[src/rtl/date_set_ctrl.sv]
// -----------------------------------------------------------------------------
// date_set_ctrl
//
// Calendar date controller sitting beside external day/month/year counters.
// In RUN it advances the date on every midnight tick (month lengths and leap
// years included). In the three SET states the operator steps one field at a
// time with btn_inc. On leaving SET_YEAR, a day that no longer fits the chosen
// month/year is clamped to the last valid day.
//
// The counters are never written directly. Each change is issued as a
// registered one-cycle load strobe with its load value. The counters take the
// load on the same edge that drops the strobe. As a result, the counter inputs
// are one cycle stale while any strobe is high, and tick/increment events that
// arrive in that cycle are dropped.
//
// Ports
//   clk         in   system clock, rising edge
//   clear       in   synchronous active-high reset
//   day_tick    in   one-cycle pulse at midnight rollover
//   btn_mode    in   debounced pulse, advances RUN->SET_DAY->SET_MONTH->SET_YEAR->RUN
//   btn_inc     in   debounced pulse, increments the field being set
//   day         in   current day counter   (1..31)
//   month       in   current month counter (1..12)
//   year        in   current year counter  (0..60, 0 = 2000)
//   day_ld      out  day load strobe (one cycle)
//   month_ld    out  month load strobe (one cycle)
//   year_ld     out  year load strobe (one cycle)
//   day_data    out  day load value, 0 while day_ld is low
//   month_data  out  month load value, 0 while month_ld is low
//   year_data   out  year load value, 0 while year_ld is low
//   disp_sel    out  databus field: 00 run, 01 day, 10 month, 11 year
//   set_mode    out  high in any SET state
// -----------------------------------------------------------------------------
module date_set_ctrl #(
  parameter int DATA_W   = 8,
  parameter int YEAR_MAX = 60
) (
  input  logic              clk,
  input  logic              clear,
  input  logic              day_tick,
  input  logic              btn_mode,
  input  logic              btn_inc,
  input  logic [DATA_W-1:0] day,
  input  logic [DATA_W-1:0] month,
  input  logic [DATA_W-1:0] year,
  output logic              day_ld,
  output logic              month_ld,
  output logic              year_ld,
  output logic [DATA_W-1:0] day_data,
  output logic [DATA_W-1:0] month_data,
  output logic [DATA_W-1:0] year_data,
  output logic [1:0]        disp_sel,
  output logic              set_mode
);

  typedef enum logic [1:0] {
    RUN       = 2'b00,
    SET_DAY   = 2'b01,
    SET_MONTH = 2'b10,
    SET_YEAR  = 2'b11
  } state_t;

  localparam logic [DATA_W-1:0] ONE       = DATA_W'(1);
  localparam logic [DATA_W-1:0] DEC       = DATA_W'(12);
  localparam logic [DATA_W-1:0] YEAR_LAST = DATA_W'(YEAR_MAX);

  // Length of month m in year y. Every year divisible by 4 in 2000..2060 is a
  // leap year, so the two low bits of the offset are enough.
  function automatic logic [DATA_W-1:0] days_in_month(
    input logic [DATA_W-1:0] m,
    input logic [DATA_W-1:0] y
  );
    logic [DATA_W-1:0] d;
    case (m)
      DATA_W'(4), DATA_W'(6), DATA_W'(9), DATA_W'(11): d = DATA_W'(30);
      DATA_W'(2): d = (y[1:0] == 2'b00) ? DATA_W'(29) : DATA_W'(28);
      default:    d = DATA_W'(31);
    endcase
    return d;
  endfunction

  // Increment with wrap. The >= checks also pull an out-of-range counter
  // value back into range.
  function automatic logic [DATA_W-1:0] wrap_day(
    input logic [DATA_W-1:0] d,
    input logic [DATA_W-1:0] dim
  );
    return (d >= dim) ? ONE : d + ONE;
  endfunction

  function automatic logic [DATA_W-1:0] wrap_month(input logic [DATA_W-1:0] m);
    return (m >= DEC) ? ONE : m + ONE;
  endfunction

  function automatic logic [DATA_W-1:0] wrap_year(input logic [DATA_W-1:0] y);
    return (y >= YEAR_LAST) ? '0 : y + ONE;
  endfunction

  // Clamp a day into the month; leaves valid days untouched.
  function automatic logic [DATA_W-1:0] clamp_day(
    input logic [DATA_W-1:0] d,
    input logic [DATA_W-1:0] dim
  );
    return (d > dim) ? dim : d;
  endfunction

  state_t state_q, state_nxt;

  logic              day_ld_p0, month_ld_p0, year_ld_p0;
  logic [DATA_W-1:0] day_data_p0, month_data_p0, year_data_p0;
  logic              day_ld_p1, month_ld_p1, year_ld_p1;
  logic [DATA_W-1:0] day_data_p1, month_data_p1, year_data_p1;

  logic              stale_p0;
  logic              tick_ok_p0;
  logic              inc_ok_p0;
  logic [DATA_W-1:0] dim_p0;

  // ---------------------------------------------------------------------------
  // FSM: state register
  // ---------------------------------------------------------------------------
  always_ff @(posedge clk) begin
    if (clear) begin
      state_q <= RUN;
    end else begin
      state_q <= state_nxt;
    end
  end

  // ---------------------------------------------------------------------------
  // FSM: next state. btn_mode is the only way to move. It is not gated by
  // pending strobes because it does not depend on the counter values.
  // ---------------------------------------------------------------------------
  always_comb begin
    state_nxt = state_q;
    if (btn_mode) begin
      case (state_q)
        RUN:       state_nxt = SET_DAY;
        SET_DAY:   state_nxt = SET_MONTH;
        SET_MONTH: state_nxt = SET_YEAR;
        SET_YEAR:  state_nxt = RUN;
        default:   state_nxt = RUN;
      endcase
    end
  end

  // ---------------------------------------------------------------------------
  // FSM: state-decoded outputs
  // ---------------------------------------------------------------------------
  always_comb begin
    disp_sel = 2'b00;
    set_mode = 1'b0;
    case (state_q)
      RUN:       begin disp_sel = 2'b00; set_mode = 1'b0; end
      SET_DAY:   begin disp_sel = 2'b01; set_mode = 1'b1; end
      SET_MONTH: begin disp_sel = 2'b10; set_mode = 1'b1; end
      SET_YEAR:  begin disp_sel = 2'b11; set_mode = 1'b1; end
      default:   begin disp_sel = 2'b00; set_mode = 1'b0; end
    endcase
  end

  // ---------------------------------------------------------------------------
  // Stage p0: decode events against the current counter values
  // ---------------------------------------------------------------------------
  always_comb begin
    day_ld_p0     = 1'b0;
    month_ld_p0   = 1'b0;
    year_ld_p0    = 1'b0;
    day_data_p0   = '0;
    month_data_p0 = '0;
    year_data_p0  = '0;

    // A strobe in flight means the counters have not yet taken the load.
    stale_p0   = day_ld_p1 | month_ld_p1 | year_ld_p1;
    tick_ok_p0 = day_tick & ~stale_p0;
    inc_ok_p0  = btn_inc & ~btn_mode & ~stale_p0;
    dim_p0     = days_in_month(month, year);

    case (state_q)
      RUN: begin
        if (tick_ok_p0) begin
          day_ld_p0 = 1'b1;
          if (day < dim_p0) begin
            day_data_p0 = day + ONE;
          end else begin
            day_data_p0 = ONE;
            month_ld_p0 = 1'b1;
            if (month < DEC) begin
              month_data_p0 = month + ONE;
            end else begin
              month_data_p0 = ONE;
              year_ld_p0    = 1'b1;
              year_data_p0  = wrap_year(year);
            end
          end
        end
      end

      SET_DAY: begin
        if (inc_ok_p0) begin
          day_ld_p0   = 1'b1;
          day_data_p0 = wrap_day(day, dim_p0);
        end
      end

      SET_MONTH: begin
        if (inc_ok_p0) begin
          month_ld_p0   = 1'b1;
          month_data_p0 = wrap_month(month);
        end
      end

      SET_YEAR: begin
        if (inc_ok_p0) begin
          year_ld_p0   = 1'b1;
          year_data_p0 = wrap_year(year);
        end
        // Leaving set mode: the month or year may have shortened the month
        // under the current day.
        if (btn_mode && (day > dim_p0)) begin
          day_ld_p0   = 1'b1;
          day_data_p0 = clamp_day(day, dim_p0);
        end
      end

      default: begin
        day_ld_p0 = 1'b0;
      end
    endcase
  end

  // ---------------------------------------------------------------------------
  // Stage p1: registered strobes and load values. clear zeroes the data as
  // well, so no stale load value survives a reset.
  // ---------------------------------------------------------------------------
  always_ff @(posedge clk) begin
    if (clear) begin
      day_ld_p1     <= 1'b0;
      month_ld_p1   <= 1'b0;
      year_ld_p1    <= 1'b0;
      day_data_p1   <= '0;
      month_data_p1 <= '0;
      year_data_p1  <= '0;
    end else begin
      day_ld_p1     <= day_ld_p0;
      month_ld_p1   <= month_ld_p0;
      year_ld_p1    <= year_ld_p0;
      day_data_p1   <= day_data_p0;
      month_data_p1 <= month_data_p0;
      year_data_p1  <= year_data_p0;
    end
  end

  assign day_ld     = day_ld_p1;
  assign month_ld   = month_ld_p1;
  assign year_ld    = year_ld_p1;
  assign day_data   = day_data_p1;
  assign month_data = month_data_p1;
  assign year_data  = year_data_p1;

endmodule

[config.mk]
export PLATFORM = sky130hd
export DESIGN_NAME = date_set_ctrl
export DESIGN_NICKNAME = d
export VERILOG_FILES = /design/src/rtl/date_set_ctrl.sv
export SDC_FILE = /design/constraint.sdc
export NUM_CORES = 1
export LEC_CHECK = 0
export CORE_MARGIN = 2
export CORE_UTILIZATION = 25
export DETAILED_ROUTE_END_ITERATION = 12
export SLEW_MARGIN = 15
export SYNTH_ARGS = -nofsm -noshare
export SYNTH_HDL_FRONTEND = slang
export SYNTH_SLANG_ARGS = --single-unit
[constraint.sdc]
create_clock -name clk -period 4.55 [get_ports clk]
set_input_delay 0.6825 -clock clk [delete_from_list [all_inputs] [get_ports clk]]
set_output_delay 0.6825 -clock clk [all_outputs]
set_load 0.02 [all_outputs]
Yosys cells after proc, flatten, opt, wreduce, memory -nomap -nowiden
Index checks and enable logic that the tools add are counted.
{"block": "totals", "out_inout_bits": 30, "reg_bits": 29, "word_cells": 71, "input_bits": 29}
{"block": "classes", "bitwise": 7, "eq_ne": 8, "n_reduce_logical": 5, "muxes": 35, "n_addsub": 3, "n_lt_le_gt_ge": 6}
{"op": "two-way mux 8 bit", "n": 16}
{"op": "case mux 8 bit (2 select lines)", "n": 2}
{"op": "adder 8 x 1 -> 8 bit, second input constant", "n": 3}
{"op": "case mux 8 bit (3 select lines)", "n": 1}
{"op": "== test 8 x 3 -> 1 bit, second input constant", "n": 2}
{"op": "== test 8 x 4 -> 1 bit, second input constant", "n": 2}
{"op": "case mux 2 bit (4 select lines)", "n": 2}
{"op": "two-way mux 1 bit", "n": 9}
{"op": "== test 8 x 2 -> 1 bit, second input constant", "n": 1}
{"op": ">= comparator 8 x 4 -> 1 bit, second input constant", "n": 1}
{"op": ">= comparator 8 x 6 -> 1 bit, second input constant", "n": 1}
{"op": ">= comparator 8 bit", "n": 1}
{"op": "> comparator 8 bit", "n": 1}
{"op": "less-than comparator 8 x 4 -> 1 bit, second input constant", "n": 1}
{"op": "less-than comparator 8 bit", "n": 1}
{"op": "case mux 1 bit (2 select lines)", "n": 3}
{"op": "== test 2 bit, second input constant", "n": 2}
{"op": "logical NOT 2 bit", "n": 2}
{"op": "case mux 2 bit (2 select lines)", "n": 1}
{"op": "OR reduction 4 bit", "n": 1}
{"op": "AND 1 bit", "n": 3}
{"op": "case mux 1 bit (3 select lines)", "n": 1}
{"op": "OR reduction 3 bit", "n": 1}
{"op": "== test 2 x 1 -> 1 bit, second input constant", "n": 1}
{"op": "other kinds (3)", "n": 5}

Depth between registers and ports, before layout
{"block": "depth", "depth_word": 7, "mapped_depth": 10, "ltp_nobuf": 10}

Worst setup path after synthesis
OpenSTA, ideal clock, no wires.
{"block": "synth_timing", "path_type": "input port to flip-flop", "start": "input month[0]", "end": "register day_data_p1[1] (netlist: day_data[1])", "t_required_ns": 4.473, "path_slack_ns": 1.960, "cell_stages": 10, "setup_ns": 0.077, "arrival_ns": 2.513, "cell_sequence": "inv_1 ha_1 or3b_2 nor2_1 o21bai_1 ha_1 and2_1 a211oi_1 o2111ai_1 o22ai_1"}
{"block": "synth_between", "elab_chain_cells": 7}
{"item": "start, declared", "line": "44", "source": "input logic [DATA_W-1:0] month,"}
{"item": "== test 8 x 3 -> 1 bit or == test 8 x 4 -> 1 bit (tied branches)", "line": "74", "source": "case (m)"}
{"item": "OR reduction 4 bit", "line": "74"}
{"item": "case mux 2 bit (2 select lines) *", "line": "74"}
{"item": "> comparator 8 bit, or another cell as far along", "line": "104, 220"}
{"item": "two-way mux 8 bit, or another cell as far along", "line": "104", "source": "return (d > dim) ? dim : d;"}
{"item": "two-way mux 8 bit (on tied branches)", "line": "220, 181, 200"}
{"item": "case mux 8 bit (3 select lines) *", "line": "179", "source": "case (state_q)"}
{"item": "end signal, assigned", "line": "248", "source": "day_data_p1 <= day_data_p0;"}
{"item": "end, declared", "line": "112", "source": "logic [DATA_W-1:0] day_data_p1, month_data_p1, year_data_p1;"}
Every way passes the cells marked *; elsewhere a longest branch is shown, timed or not.
A chain may end at the register's enable or synchronous reset.

Worst setup path in the final report
Ends and elaborated chain as after synthesis.

==> impl_metrics.tcl <==
set metrics [dict create \
    detail_route.wl_per_cell_um 11.32 \
    grt_pass1_wl_um 5485 \
    cts_setup_buffers 0 \
    power.switching_mw 0.1658 \
    clock_power_share 0.360 \
    tightest_slew_ps 691.7 \
    ctsResizeCount 0 \
    end_kind "flip-flop" \
    layout.filler_cells 564 \
    rrSetupSlack_ps 2810 \
    antenna_found_initial 0 \
    clk_pin_slew_ps 60 \
    async_flop_share 0 \
    hold_viol_final 0 \
    synth_ff_type "dfxtp_1" \
    pwr-share-seq 0.426 \
    grt_pass1_vias 1228 \
    crit_top_cell "ha_1" \
    yosysSeqAreaShare 0.4139 \
    ys.warnings.count 0 \
    holdBufCountCts 0 \
    grt.busiest_layer "met2" \
    syn_area_per_cell_um2 9.877 \
    cts-root-buf "clkbuf_8" \
    port_buffers 58 \
    grtUsageMet3 0.03068 \
    grt_max_degree 11 \
    ios 59 \
    cts_tree "built" \
    syn2layout_area_growth_pct 56.20 \
    n_antenna_cell 0 \
    fmax_mhz 327.8 \
    design_area_mm2 0.002191 \
    start_kind "input pin" \
    drive_above_1_share 0.08451 \
    slew-limit-headroom 0.5353 \
    combPwrFrac 0.214 \
    cts_buffers 5 \
    track_usage 0.1155 \
    worstPathArrival_ps 3250 \
    finalCritPeriodShare 0.6705 \
    synth.top_cell.area_share 0.4139 \
    drtIter0Drc 28 \
    cpPeakStageDelay_ps 470 \
    place_congestion 0.7784 \
    row_count 27 \
    ff_latch_area_um2 580.6 \
    hp-class "flip-flop to flip-flop" \
    maxSlewViolCount 0 \
    rsz0062_at_grt "no" \
    clock_latency_ps 280 \
    required_ps 4740 \
    start_util 0.2563 \
    cp_slowest_cell "clkdlybuf4s50_1" \
    die_area_mm2 0.006225 \
    intPower_mw 0.4710 \
    fp.coreArea_mm2 0.005473 \
    synth-seq-cells 29 \
    ir_drop_mv 0.1140 \
    cap_violations 0 \
    htreeDepth 2 \
    vias 1235 \
    finalSetupViolCount 0 \
    via_per_inst 4.333 \
    die_w_um 78.90 \
    skew_ps 9.113 \
    use_met2 0.1880 \
    fin_tns_setup_ps 0 \
    dp.cells 277 \
    grt_use_met1 0.1388 \
    place_hpwl_um 2638 \
    synthCells 142 \
    wirelength_um 3226 \
    cp_max_fo 5 \
    crit_type "input pin to flip-flop" \
    crit_chain "clkdlybuf4s50_1 > inv_1 > ha_1 > or3b_2 > nor2_1 > o21bai_1 > ha_1 > and2_1 > a211oi_1 > o2111ai_1 > o22ai_1" \
    powerDensity_mw_per_mm2 290.7 \
    overflow 0 \
    synthTopCellsByArea "dfxtp_1 (41%), ha_1 (12%), a211oi_1 (5.4%)" \
    final_nets 255 \
    drt-pass1-iter-count 4 \
    synth_edf_count 0 \
    clock_path_buffers 2 \
    drc 0 \
    yosys.area.top_type "dfxtp_1" \
    switching_share 0.2604 \
    ant_nets 0 \
    syn_area_mm2 0.001403 \
    layoutNonFillerInstCount 285 \
    p_leak_nw 0.8595 \
    fin_crit_ps 3051 \
    clock-sinks 29 \
    status "completed" \
    die_h_um 78.90 \
    synth_cell_types 42 \
    placed_area_mm2 0.002090 \
    multi_input_area_um2 804.5 \
]
==> through the flow <==
step | setup WS (ps) | utilization | total power, mW | hold WS [ps]
finish | 1499 | 0.4003 | 0.6368 | 537.6
floorplan | 1960 | - | 0.3482 | 495.0
CTS | 1485 | 0.4003 | 0.6464 | 538.3
global route | 1267 | 0.4003 | 0.6699 | 572.8
detailed placement | 1199 | 0.3818 | 0.4140 | 525.4
global placement | 1255 | 0.3818 | 0.4136 | 517.2
==> cell usage after synthesis, types with 3 or more instances <==
library cell / count
o22ai_1: 3
o21ai_0: 4
xor2_1: 6
nand3_1: 8
inv_1: 9
ha_1: 14
dfxtp_1: 29
nand2_1: 5
xnor2_1: 3
nor2_1: 12
nand4_1: 3
a211oi_1: 10
==> power by group through the flow <==
| stage | Sequential [mW] | Combinational [mW] | Clock, mW |
|---|---|---|---|
| after global routing | 0.272 | 0.150 | 0.248 |
| after global placement | 0.277 | 0.137 | 0 |
| after floorplan | 0.288 | 0.0605 | 0 |
| after detailed placement | 0.277 | 0.137 | 0 |
| after CTS | 0.271 | 0.138 | 0.237 |
| final | 0.271 | 0.137 | 0.229 |
==> critical path: cells and delay by family <==
kind            cells  cell delay (ps)
compound gates      4              800
simple gates        3              720
buf+inv             2              600
fa+ha+maj           2              440
==> flip-flops by register name (all words and copies together) (netlist names) <==
signal / cells
month_data: 8
day_data: 8
state_q: 2
day_ld: 1
year_ld: 1
year_data: 8
month_ld: 1
==> worst paths after layout <==
path	from	to	depth (start not counted)
max	month[0]	day_data[1]$_SDFF_PP0_	11
min reg2reg	state_q[0]$_SDFFE_PP0P_	state_q[0]$_SDFFE_PP0P_	2
max reg2reg	state_q[0]$_SDFFE_PP0P_	year_data[2]$_SDFF_PP0_	5
min	state_q[0]$_SDFFE_PP0P_	state_q[0]$_SDFFE_PP0P_	2
==> layout make-up <==
type | instances | share of cell area
clock buffer | 7 | 0.04397
clock inverter | 1 | 0.002284
inverter | 9 | 0.01542
multi-input combinational | 109 | 0.3672
sequential | 29 | 0.2650
tap | 72 | 0.04112
timing repair buffer | 58 | 0.2650
==> kinds of logic after synthesis <==
| logic type | after synthesis | synth area share |
|---|---|---|
| AND/OR/NAND/NOR | 46 | 0.1882 |
| AO/OA/AOI/OAI | 31 | 0.1757 |
| flip-flops | 29 | 0.4139 |
| adder cells (fa/ha/maj) | 14 | 0.1249 |
| buffers and inverters | 11 | 0.03122 |
| XOR/XNOR | 9 | 0.05620 |
| other | 1 | 0.002674 |
| multiplexers | 1 | 0.007137 |
==> routing by layer <==
layer  share of wire  vias to the layer above
met1            0.45                      540
met3           0.083                        7
met2            0.45                       47
li1                -                      641
met5               0                        -
met4           0.019                        0
==> placed cells by master (no fill, tap or decap), types with 2 or more instances in the layout <==
cell type,synthesis,routed
clkdlybuf4s50_1,0,58
dfxtp_1,29,29
ha_1,14,14
nor2_1,12,12
a211oi_1,10,10
inv_1,9,9
nand3_1,8,8
conb_1,1,8
clkbuf_8,0,7
xor2_1,6,6
nand2_1,5,5
o21ai_0,4,4
o22ai_1,3,3
xnor2_1,3,3
nand4_1,3,3
nand2b_1,2,2
nor3_1,2,2
and3_1,2,2
a21oi_1,2,2
a21o_1,2,2
Note: power is estimated with default switching activity, not from simulation.
